[config.mk]
export PLATFORM = sky130hd
export DESIGN_NAME = conv_window_gen_flat
export DESIGN_NICKNAME = d
export VERILOG_FILES = /design/src/rtl/conv_window_if.sv /design/src/rtl/conv_window_gen.sv /design/src/flat_wrapper.sv
export SDC_FILE = /design/constraint.sdc
export NUM_CORES = 1
export LEC_CHECK = 0
export CORE_AREA = 8 8 144 146
export CTS_CLUSTER_SIZE = 12
export DETAILED_ROUTE_END_ITERATION = 16
export DIE_AREA = 0 0 152 154
export DONT_BUFFER_PORTS = 1
export GPL_ROUTABILITY_DRIVEN = 0
export HOLD_SLACK_MARGIN = 0.15
export PLACE_DENSITY_LB_ADDON = 0.08
export RECOVER_POWER = 50
export SYNTH_ARGS = -nofsm -noshare
export SYNTH_HDL_FRONTEND = slang
export SYNTH_SLANG_ARGS = --single-unit
[constraint.sdc]
create_clock -name clk -period 3.8 [get_ports clk]
set_clock_uncertainty 0.15 [all_clocks]
set_input_delay 0.57 -clock clk [delete_from_list [all_inputs] [get_ports clk]]
set_output_delay 0.57 -clock clk [all_outputs]
set_load 0.03 [all_outputs]
[src/rtl/conv_window_if.sv]
// conv_window_if: pixel-in / window-out handshake bundle for conv_window_gen
//   in_valid/in_ready/in_pixel  : raster pixel stream into the generator
//   out_valid/out_ready/out_win : 3x3 window stream out (slot k=i*3+j at [k*DATA_W +: DATA_W])
//   frame_done                  : 1-cycle pulse after the last pixel of a frame is accepted
//   master modport = upstream/downstream driver side, slave modport = the generator
interface conv_window_if #(
    parameter int DATA_W = 8
);
    logic                  in_valid;
    logic                  in_ready;
    logic [DATA_W-1:0]     in_pixel;
    logic                  out_valid;
    logic                  out_ready;
    logic [9*DATA_W-1:0]   out_win;
    logic                  frame_done;

    modport master (
        output in_valid, in_pixel, out_ready,
        input  in_ready, out_valid, out_win, frame_done
    );

    modport slave (
        input  in_valid, in_pixel, out_ready,
        output in_ready, out_valid, out_win, frame_done
    );
endinterface

[src/rtl/conv_window_gen.sv]
// conv_window_gen: streaming 3x3 sliding-window generator (no padding)
//   clk, rst : clock (rising edge), asynchronous active-high reset
//   bus      : conv_window_if.slave carrying the pixel input handshake,
//              the window output handshake and the frame_done pulse
module conv_window_gen #(
    parameter int DATA_W = 8,
    parameter int IMG_W  = 8,
    parameter int IMG_H  = 8
) (
    input logic          clk,
    input logic          rst,
    conv_window_if.slave bus
);
    localparam int CW = $clog2(IMG_W);
    localparam int RW = $clog2(IMG_H);
    localparam logic [CW-1:0] COL_LAST = CW'(IMG_W - 1);
    localparam logic [RW-1:0] ROW_LAST = RW'(IMG_H - 1);
    localparam logic [CW-1:0] COL_TWO  = CW'(2);
    localparam logic [RW-1:0] ROW_TWO  = RW'(2);

    // Line buffers are deliberately not reset: row/col gating keeps stale
    // contents out of every emitted window.
    logic [DATA_W-1:0]   lb0_q [IMG_W];
    logic [DATA_W-1:0]   lb1_q [IMG_W];
    logic [CW-1:0]       col_q, col_d;
    logic [RW-1:0]       row_q, row_d;
    logic [9*DATA_W-1:0] win_q, win_d;
    logic [9*DATA_W-1:0] out_win_q, out_win_d;
    logic                out_valid_q, out_valid_d;
    logic                frame_done_q, frame_done_d;
    logic                acc, emit, col_last, row_last;

    assign bus.in_ready   = !out_valid_q || bus.out_ready;
    assign acc            = bus.in_valid && bus.in_ready;
    assign bus.out_valid  = out_valid_q;
    assign bus.out_win    = out_win_q;
    assign bus.frame_done = frame_done_q;

    always_comb begin
        col_last = col_q == COL_LAST;
        row_last = row_q == ROW_LAST;
        emit     = acc && row_q >= ROW_TWO && col_q >= COL_TWO;
        col_d    = acc ? (col_last ? '0 : col_q + 1'b1) : col_q;
        row_d    = (acc && col_last) ? (row_last ? '0 : row_q + 1'b1) : row_q;
        win_d    = win_q;
        if (acc) begin
            // shift every row left one column, then load the new right column
            for (int i = 0; i < 3; i++) begin
                win_d[(3*i)*DATA_W +: DATA_W]   = win_q[(3*i+1)*DATA_W +: DATA_W];
                win_d[(3*i+1)*DATA_W +: DATA_W] = win_q[(3*i+2)*DATA_W +: DATA_W];
            end
            win_d[2*DATA_W +: DATA_W] = lb1_q[col_q];
            win_d[5*DATA_W +: DATA_W] = lb0_q[col_q];
            win_d[8*DATA_W +: DATA_W] = bus.in_pixel;
        end
        // a fresh window wins over a simultaneous consume
        out_valid_d  = emit || (out_valid_q && !bus.out_ready);
        out_win_d    = emit ? win_d : out_win_q;
        frame_done_d = acc && col_last && row_last;
    end

    always_ff @(posedge clk) begin
        if (acc) begin
            lb1_q[col_q] <= lb0_q[col_q];
            lb0_q[col_q] <= bus.in_pixel;
        end
    end

    always_ff @(posedge clk or posedge rst) begin
        if (rst) begin
            col_q        <= '0;
            row_q        <= '0;
            win_q        <= '0;
            out_win_q    <= '0;
            out_valid_q  <= 1'b0;
            frame_done_q <= 1'b0;
        end else begin
            col_q        <= col_d;
            row_q        <= row_d;
            win_q        <= win_d;
            out_win_q    <= out_win_d;
            out_valid_q  <= out_valid_d;
            frame_done_q <= frame_done_d;
        end
    end
endmodule

[src/flat_wrapper.sv]
// flat-port wrapper written by rule: the top's interface ports become plain ports
module conv_window_gen_flat 
#(
    parameter int DATA_W = 8,
    parameter int IMG_W  = 8,
    parameter int IMG_H  = 8
)
  (clk, rst, bus_in_valid, bus_in_pixel, bus_out_ready, bus_in_ready, bus_out_valid, bus_out_win, bus_frame_done);
  conv_window_if #(.DATA_W(DATA_W)) bus_i ();
  input logic clk;
  input logic rst;
  input wire logic [$bits(bus_i.in_valid)-1:0] bus_in_valid;
  input wire logic [$bits(bus_i.in_pixel)-1:0] bus_in_pixel;
  input wire logic [$bits(bus_i.out_ready)-1:0] bus_out_ready;
  output wire logic [$bits(bus_i.in_ready)-1:0] bus_in_ready;
  output wire logic [$bits(bus_i.out_valid)-1:0] bus_out_valid;
  output wire logic [$bits(bus_i.out_win)-1:0] bus_out_win;
  output wire logic [$bits(bus_i.frame_done)-1:0] bus_frame_done;
  assign bus_i.in_valid = bus_in_valid;
  assign bus_i.in_pixel = bus_in_pixel;
  assign bus_i.out_ready = bus_out_ready;
  assign bus_in_ready = bus_i.in_ready;
  assign bus_out_valid = bus_i.out_valid;
  assign bus_out_win = bus_i.out_win;
  assign bus_frame_done = bus_i.frame_done;
  conv_window_gen #(.DATA_W(DATA_W), .IMG_W(IMG_W), .IMG_H(IMG_H)) u_core (.clk(clk), .rst(rst), .bus(bus_i));
endmodule
==> impl_metrics.tcl <==
set metrics [dict create \
    path_clk_slew_ns 0.06 \
    p_per_area_nw_per_um2 933 \
    cts_tree "built" \
    hpwl_mm 12.8 \
    postSynthNetCount 689 \
    cts_buffers 27 \
    post_layout_min_period_ns 2.92 \
    port-buffer-count 0 \
    worst_ir_drop_vdd_uv 472 \
    finish.net_count 700 \
    io_pins 87 \
    crit_path_start_kind "register" \
    count_of_vias_placed_by_the_detailed_router 5574 \
    fin_hold_ws_ns 0.234 \
    setup_violations 0 \
    clock_insertion_delay_worst_skew_ns 0.52 \
    synth_compound_gate_area_share_pct 6.41 \
    synth-warning-count 0 \
    synth_area_leader_cell "sky130_fd_sc_hd__edfxtp_1" \
    xor_xnor_portion_of_the_synthesized_cell_area_pct 0 \
    post-route-period-util_pct 76.9 \
    main_combinational_cell_family_by_area_after_synthesis "multiplexers" \
    total_routing_usage_reported_by_global_routing_pct 17.8 \
    yosys.cell_types.count 27 \
    multiInputGateArea_sq_um 2480 \
    finalNonFillerCells 937 \
    slowest_stage "sky130_fd_sc_hd__buf_4" \
    die_area_sq_um 23400 \
    crit_fanout 91 \
    final_common_cell "sky130_fd_sc_hd__edfxtp_1" \
    pre_cts_slack_ns 0.955 \
    critical_path.cell_chain "nand2b_1, buf_4" \
    floorplan.die.width_um 152 \
    fin_total_pwr_mw 10.5 \
    maxSlewHeadroom_pct 7.18 \
    drcViolationCount 0 \
    fp_rows 50 \
    max_slew.worst_pin.slew_ns 1.39 \
    clkSinkCount 256 \
    synth_fa_ha_area_share_pct 0.621 \
    detailedRoute.firstIterationViolations 357 \
    core_area_sq_um 18500 \
    post_synth.cell_area_avg_sq_um 15.0 \
    finalHoldViolCount 0 \
    cp_slowest_stage_delay_ns 0.82 \
    mappedNetlistArea_sq_um 10100 \
    grt_pass1_wl_mm 33.4 \
    routed_wire_length_per_instance_um 22.3 \
    share_of_power_burned_in_combinational_logic_pct 26.1 \
    grt_max_degree 92 \
    layout.area.seq_sq_um 7050 \
    cts.htree.levels 1 \
    critical_path.n_buffers_inverters 1 \
    achievable-frequency_mhz 342 \
    post_cts.repair.setup_buffers 0 \
    maxCapViolations 0 \
    initial_utilization_pct 54.6 \
    grt_setup_unrepaired "no" \
    synth_seq_area_share_pct 69.9 \
    clk_path_buf_depth 3 \
    drt_wl_total_mm 20.9 \
    cp.arrival_ns 2.20 \
    critical_path.endpoint_type "primary output" \
    drive_above_1_share_pct 19.5 \
    route.antenna.remaining_nets 0 \
    number_of_antenna_violations_at_the_first_check_in_global_routing 0 \
    synthSimpleGateAreaFrac_pct 4.67 \
    synth_top_cells_by_area "sky130_fd_sc_hd__edfxtp_1 (38%), sky130_fd_sc_hd__dfrtp_1 (32%), sky130_fd_sc_hd__mux4_2 (7.1%), sky130_fd_sc_hd__mux2_2 (4.0%), sky130_fd_sc_hd__nand4_1 (3.5%)" \
    grt_overflow 0 \
    synth.area.mux_share_pct 12.8 \
    syn-instance-count 672 \
    area_delta_synth_final_pct 11.6 \
    number_of_antenna_cells_inserted 0 \
    run_status "finished, final reports clean" \
    final.fill_count 1423 \
    internal_power_mw 6.51 \
    firstDrtPassIters 4 \
    timing_worst_setup_path_type "reg2out" \
    slew_viol_final 0 \
    commonest_cells_after_routing_fill_and_taps_aside "sky130_fd_sc_hd__edfxtp_1 (128), sky130_fd_sc_hd__dfrtp_1 (127), sky130_fd_sc_hd__inv_1 (65)" \
    netSwitchingFraction_pct 38.0 \
    via_count_of_the_first_global_routing_pass 5651 \
    power.switching_mw 3.99 \
    root_buffer "sky130_fd_sc_hd__clkbuf_16" \
    worstPathRequired_ns 3.08 \
    holdCritPathClass "in2reg" \
    power_share_of_the_clock_group_pct 22.7 \
    yosysTopAreaCellShare_pct 38.1 \
    synth_register_bits 256 \
    dp.cells 878 \
    post-route-worst-setup-slack_ns 0.877 \
    cellLeakagePower_nw 4.33 \
    seq_power_share_pct 51.2 \
    final.setup.tns_ns 0 \
    dieHeight_um 154 \
    dominant_delay_contributor_by_cell_family_on_the_critical_path "buffers and inverters" \
    via_per_inst 5.95 \
]
[timing repair]
action,in CTS,in global routing
hold endpoints to repair,188,0
gates resized for setup,0,0
hold buffers,10,0
[Yosys cell counts]
| library cell | n |
|---|---|
| sky130_fd_sc_hd__clkbuf_1 | 16 |
| sky130_fd_sc_hd__nor3_1 | 4 |
| sky130_fd_sc_hd__buf_2 | 19 |
| sky130_fd_sc_hd__a21oi_1 | 50 |
| sky130_fd_sc_hd__nand3_1 | 4 |
| sky130_fd_sc_hd__nand4_1 | 56 |
| sky130_fd_sc_hd__buf_4 | 2 |
| sky130_fd_sc_hd__nor2_1 | 5 |
| sky130_fd_sc_hd__mux2_2 | 36 |
| sky130_fd_sc_hd__o21ai_0 | 3 |
| sky130_fd_sc_hd__dfrtp_1 | 128 |
| sky130_fd_sc_hd__mux4_2 | 32 |
| sky130_fd_sc_hd__edfxtp_1 | 128 |
| sky130_fd_sc_hd__nand2b_1 | 3 |
| sky130_fd_sc_hd__and2_1 | 1 |
| sky130_fd_sc_hd__o21ai_1 | 54 |
| sky130_fd_sc_hd__nor4_1 | 1 |
| sky130_fd_sc_hd__nand2_1 | 3 |
| sky130_fd_sc_hd__and3_1 | 2 |
| sky130_fd_sc_hd__buf_1 | 10 |
| sky130_fd_sc_hd__mux2i_1 | 16 |
| sky130_fd_sc_hd__a31oi_1 | 16 |
| sky130_fd_sc_hd__nor2b_1 | 1 |
| sky130_fd_sc_hd__inv_1 | 66 |
| sky130_fd_sc_hd__o32a_1 | 1 |
| sky130_fd_sc_hd__ha_1 | 5 |
| sky130_fd_sc_hd__buf_6 | 10 |
[layer usage]
metal | up-vias | routed length (um) | track usage (%)
met3 | 33 | 1330 | 4.12
met4 | 0 | 411 | 3.95
met1 | 2883 | 8930 | 24.0
li1 | 2513 | - | -
met2 | 145 | 10200 | 29.2
met5 | - | 0 | 0
[cell type report]
type,instances,area share (%)
flip-flops and latches,256,62.7
multi-input cells,293,22.1
clock buffers,44,6.93
repair buffers,39,3.27
well taps,234,2.60
inverters,66,2.21
clock inverters,5,0.234
[state kept, by name, summed over array words and instances (netlist names)]
register and flops:
u_core.bus.frame_done 1, u_core.bus.out_valid 1, u_core.bus.out_win 72, u_core.col_q 3
u_core.lb0_q 64, u_core.lb1_q 64, u_core.row_q 3, u_core.win_q 48
[final timing paths]
kind                            depth (start not counted)                endpoint  slack [ns]                  from
worst min-delay path                                    2         u_core.row_q[2]        0.23          bus_in_valid
worst max-delay path                                    2            bus_in_ready        0.88  u_core.bus.out_valid
max in group asynchronous                               3  u_core.bus.out_win[33]        1.44                   rst
worst max register to register                          5      u_core.lb0_q[2][6]        0.92  u_core.bus.out_valid
worst min register to register                          1        u_core.win_q[39]        0.36      u_core.win_q[39]
min in group asynchronous                               2        u_core.win_q[34]        0.64                   rst
[kinds of logic after synthesis]
logic type	after synthesis
fa+ha+maj	5
compound gates	124
simple gates	80
buf+inv	123
flops	256
mux	84
[metrics by stage]
step	area [sq um]	util, %
final	11200	60.9
after detailed placement	10400	56.1
after global placement	10400	56.1
after floorplan	10100	-
after global routing	11200	60.9
after CTS	11300	61.1
[power by group through the flow]
| stage | registers, mW | clock network [mW] | logic [mW] |
|---|---|---|---|
| after global routing | 5.51 | 2.53 | 3.03 |
| after floorplan | 5.13 | 0 | 2.18 |
| after detailed placement | 5.46 | 0 | 2.73 |
| after global placement | 5.44 | 0 | 2.65 |
| final | 5.38 | 2.38 | 2.74 |
| after CTS | 5.41 | 2.44 | 2.78 |
Note: power is estimated with default switching activity, not from simulation.
